[src/rtl/grid_access_arbiter.sv]
// Round-robin arbiter sharing the single port of the level-grid RAM, with per-requester
// lock for atomic read-modify-write sequences and a tagged read-return path.
module grid_access_arbiter #(
  parameter int NUM_REQ    = 3,
  parameter int X_W        = 6,
  parameter int Y_W        = 5,
  parameter int D_W        = 3,
  parameter int RD_LATENCY = 1
) (
  input  logic                   clock,
  input  logic                   reset,
  input  logic [NUM_REQ-1:0]     req,
  input  logic [NUM_REQ-1:0]     req_lock,
  input  logic [NUM_REQ*X_W-1:0] req_x,
  input  logic [NUM_REQ*Y_W-1:0] req_y,
  input  logic [NUM_REQ-1:0]     req_write,
  input  logic [NUM_REQ*D_W-1:0] req_wdata,
  output logic [NUM_REQ-1:0]     gnt,
  output logic [NUM_REQ-1:0]     rvalid,
  output logic [D_W-1:0]         rdata,
  output logic [X_W-1:0]         grid_x,
  output logic [Y_W-1:0]         grid_y,
  output logic                   grid_write,
  output logic [D_W-1:0]         grid_in,
  input  logic [D_W-1:0]         grid_out
);

  // Handshake: a requester raises req[i] with its fields and holds them stable until it
  // sees gnt[i]; in the gnt cycle it either drops req[i] or presents its next access.
  localparam int IDX_W = (NUM_REQ > 1) ? $clog2(NUM_REQ) : 1;

  logic [IDX_W-1:0]   ptr;
  logic [IDX_W-1:0]   lock_id;
  logic               lock_valid;
  logic [NUM_REQ-1:0] elig;
  logic               found;
  logic [IDX_W-1:0]   win;
  logic [IDX_W-1:0]   next_ptr;
  logic [NUM_REQ-1:0] win_onehot;

  logic [NUM_REQ-1:0] tag_pipe [RD_LATENCY];

  // A requester on the port this cycle sits out the next edge.
  always_comb begin
    int idx;
    idx   = 0;
    elig  = req & ~gnt;
    found = 1'b0;
    win   = '0;
    if (lock_valid) begin
      found = elig[lock_id];
      win   = lock_id;
    end else begin
      for (int k = 0; k < NUM_REQ; k++) begin
        idx = int'(ptr) + k;
        if (idx >= NUM_REQ) idx = idx - NUM_REQ;
        if (!found && elig[idx]) begin
          found = 1'b1;
          win   = IDX_W'(idx);
        end
      end
    end
  end

  always_comb begin
    win_onehot = NUM_REQ'(1) << win;
    if (win == IDX_W'(NUM_REQ - 1)) next_ptr = '0;
    else                            next_ptr = win + 1'b1;
  end

  always_ff @(posedge clock or negedge reset) begin
    if (!reset) begin
      gnt        <= '0;
      grid_write <= 1'b0;
      grid_x     <= '0;
      grid_y     <= '0;
      grid_in    <= '0;
      ptr        <= '0;
      lock_valid <= 1'b0;
      lock_id    <= '0;
    end else begin
      gnt        <= found ? win_onehot : '0;
      grid_write <= found & req_write[win];
      if (found) begin
        grid_x     <= req_x[int'(win)*X_W +: X_W];
        grid_y     <= req_y[int'(win)*Y_W +: Y_W];
        grid_in    <= req_wdata[int'(win)*D_W +: D_W];
        ptr        <= next_ptr;
        lock_valid <= req_lock[win];
        lock_id    <= win;
      end
    end
  end

  // Read tags ride alongside the RAM pipeline so rvalid lines up with grid_out.
  always_ff @(posedge clock or negedge reset) begin
    if (!reset) begin
      for (int i = 0; i < RD_LATENCY; i++) tag_pipe[i] <= '0;
    end else begin
      tag_pipe[0] <= gnt & {NUM_REQ{~grid_write}};
      for (int i = 1; i < RD_LATENCY; i++) tag_pipe[i] <= tag_pipe[i-1];
    end
  end

  assign rvalid = tag_pipe[RD_LATENCY-1];
  assign rdata  = grid_out;

endmodule

[config.mk]
export PLATFORM = sky130hd
export DESIGN_NAME = grid_access_arbiter
export DESIGN_NICKNAME = d
export VERILOG_FILES = /design/src/rtl/grid_access_arbiter.sv
export SDC_FILE = /design/constraint.sdc
export NUM_CORES = 1
export LEC_CHECK = 0
export ABC_AREA = 1
export CORE_UTILIZATION = 35
export CTS_CLUSTER_SIZE = 10
export DETAILED_ROUTE_END_ITERATION = 16
export PLACE_DENSITY = 0.8
export REMOVE_ABC_BUFFERS = 1
export SLEW_MARGIN = 10
export SYNTH_ARGS = -nofsm -noshare
export SYNTH_HDL_FRONTEND = slang
export SYNTH_SLANG_ARGS = --single-unit
[constraint.sdc]
create_clock -name clock -period 2.5 [get_ports clock]
set_input_delay 0.5 -clock clock [delete_from_list [all_inputs] [get_ports clock]]
set_output_delay 0.5 -clock clock [all_outputs]
set_load 0.005 [all_outputs]
==> summary.md, run 1 <==
| Metric | Value |
|---|---|
| Full die area | 5350 um^2 |
| Design area | 2570 um^2 |
| Yosys warning total | 0 |
| # DRC | 0 |
| Port bufs | 73 |
| Total vias in the final route | 1,800 |
| Root Buffer | clkbuf_8 |
| Post-layout min period | 2.18 ns |
| RSZ-0062 raised after global routing | no |
| Element type at the critical path end | flip-flop |
| Final net count | 372 |
| Switching Fraction | 49.9% |
| R2r setup slk | 0.32 ns |
| Layout cells sized above 1 | 10.6% |
| Worst vdd ir | 0.000625 V |
| Die H | 73.2 um |
| Commonest register cell after synthesis | dfrtp_1 |
| Register area share after synthesis | 36.7% |
| Internal power | 1.77 mW |
| Routed vias/inst | 4.76 |
| Number of antenna violations at the first check in global routing | 0 |
| CTS tree | yes |
| Final max-slew violation count | 0 |
| Post-CTS Setup Bufs | 0 |
| First-pass GRT wire length | 7160 um |
| H-tree levels | 1 |
| Setup TNS | 0 ns |
| CP Data Arrival Time | 2.34 ns |
| Largest net degree at the start of global routing | 27 |
| # setup viols final | 0 |
| Total grt overflow | 0 |
| Worst r2r path cells | 15 |
| Initial Util | 37.0% |
| Peak Freq | 458 MHz |
| Final core utilization | 53.7% |
| DP HPWL | 3280 um |
| #FFs+latches synth | 26 |
| CTS sink count | 26 |
| IO Pins | 80 |
| Synth Area per Inst | 7.33 um^2 |
| Placed inst area | 2530 um^2 |
| Setup crit start kind | flip-flop |
| Max-cap viol count | 0 |
| Vias in the first global route | 1,677 |
| Num rows | 25 |
| Clock skew | 0.00233 ns |
| Clock Latency Late Sink | 0.26 ns |
| Worst Hold Class | reg -> reg |
| Top cell type's share of synthesized area | 36.7% |
| Synth area leaders | dfrtp_1 37%, nand2_1 17%, nand3_1 9.3% |
| Die width | 73.2 um |
| Combinational power share | 72.5% |
| Crit Path Max Fanout | 13 |
| Hold WS | 0.509 ns |
| Period Utilization, post-route | 87.4% |
| Cells after Synth | 242 |
| Pwr/cell area | 1380 nW/um^2 |
| Antenna viol nets, final | 0 |
| Core Box Area | 4790 um^2 |
| Number of antenna diodes | 0 |
| Sequential power share | 21.1% |
| 1st-iter DRT viols | 129 |
| Critical path type | reg -> reg |
| Drt pass-1 iters | 4 |
| GRT Total Usage | 17.0% |
| Status | finished, final reports clean |
| DRT Wirelength | 4290 um |
| Asr flop ratio synth | 100% |
| Gpl congestion | 0.871 |
| Number of synthesized flops with an enable pin | 0 |
| Hold path cells | 2 |
| NetSw | 1.76 mW |
| Hold_buf cts | 0 |
| Post-synth cell types | 31 |
| Post-synthesis cell area | 1770 um^2 |
| Leak | 1.21 nW |
| Final hold viol count | 0 |
| Layout area overhead | 44.9% |
| WP data required | 2.66 ns |
| Total CTS buffers | 3 |
| Per-cell routed wire length | 11.3 um |
| Worst Max-Slew Pin Slew | 0.391 ns |
| Longest Clk Path Bufs | 2 |
| Clk pwr share | 6.4% |
| # resized after CTS | 0 |
| Rel. slew slack | 73.9% |
| Cell taking the most area after synthesis | dfrtp_1 |
| Worst-path clk slew | 0.08 ns |
[critical path, stage by stage, from the launching register on]
cell	delay [ns]
dfrtp_1	0.40
inv_1	0.08
ha_1	0.38
inv_4	0.07
nand3_2	0.07
nand3_2	0.08
nand2_2	0.11
nand2_1	0.06
nand2_1	0.06
nand2_2	0.07
nand3_1	0.07
nand2_1	0.24
nand3_1	0.19
nand2_1	0.07
nor2_1	0.09
nor2_1	0.05
[registers in the layout (all words and copies together), names as in the netlist]
signal / count
lock_valid: 1
lock_id: 2
grid_write: 1
gnt: 3
grid_y: 5
grid_x: 6
rvalid: 3
ptr: 2
grid_in: 3
[metal layers]
layer	global-route usage [%]	vias to the layer above	part of all wire, %
li1	-	928	-
met3	5.11	10	6.2
met2	29.7	63	49
met1	20.5	799	43
met4	3.70	0	1.5
met5	0	-	0
[area by class of cell]
class	instances	area (um^2)
fillers	460	2220
multi-input cells	186	953
repair buffers	77	761
flip-flops and latches	26	651
well taps	67	83.8
inverters	19	78.8
clock buffers	3	41.3
[per-stage QoR]
stage / power (mW) / worst slack, ns / std cells
final: 3.53 / 0.316 / 378
after global placement: 3.28 / 0.161 / 375
after global routing: 3.92 / 0.0364 / 378
after CTS: 3.57 / 0.296 / 378
after detailed placement: 3.33 / 0.0977 / 375
after floorplan: 2.49 / 0.447 / 231
[final timing paths]
check	startpoint	to
min in group asynchronous	reset	rvalid[1]
hold reg to reg	grid_in[1]	grid_in[1]
setup / recovery	ptr[1]	grid_x[0]
max in group asynchronous	reset	ptr[1]
hold / removal	grid_in[1]	grid_in[1]
setup reg to reg	ptr[1]	grid_x[0]
[cell usage in the layout, fill, tap and decap left out, drive strengths merged]
master	count
clkdlybuf4s50	73
clkbuf	3
nor3	2
a21boi	2
buf	4
o21ai	5
a21oi	3
nand2	86
o21bai	1
nand3	39
o31ai	1
a31oi	1
nand4	10
inv	19
nor2	31
or2	1
ha	3
o21a	1
dfrtp	26
[power by group through the flow]
stage	Sequential [mW]	Clock, mW	Combinational, mW
2_1_floorplan	0.749	0	1.74
4_1_cts	0.745	0.235	2.59
3_3_place_gp	0.746	0	2.54
5_1_grt	0.769	0.251	2.90
6_report	0.745	0.225	2.56
3_5_place_dp	0.753	0	2.58
[synthesized netlist by cell type (all sizes together) (2+ instances only)]
cell / instances
nand2: 86
nor2: 31
nand4: 10
o21ai: 5
a21boi: 2
nand3: 39
dfrtp: 26
buf: 11
inv: 19
a21oi: 3
nor3: 2
ha: 3
[logic make-up after synthesis]
logic type	Yosys count	share of synthesized area, %
and+or+nand+nor	169	46.9
adders and majority gates	3	2.12
buffers and inverters	30	9.53
DFF	26	36.7
AOI/OAI and AO/OA	14	4.73
Note: power is estimated with default switching activity, not from simulation.
==> run 2, diff against run 1 <==
--- a/config.mk
+++ b/config.mk
@@ -6,6 +6,7 @@
 export NUM_CORES = 1
 export LEC_CHECK = 0
 export ABC_AREA = 1
+export CAP_MARGIN = 20
 export CORE_UTILIZATION = 35
 export CTS_CLUSTER_SIZE = 10
 export DETAILED_ROUTE_END_ITERATION = 16
==> results of run 2 <==
The final DEF is identical to that of run 1; final timing and power are the same.
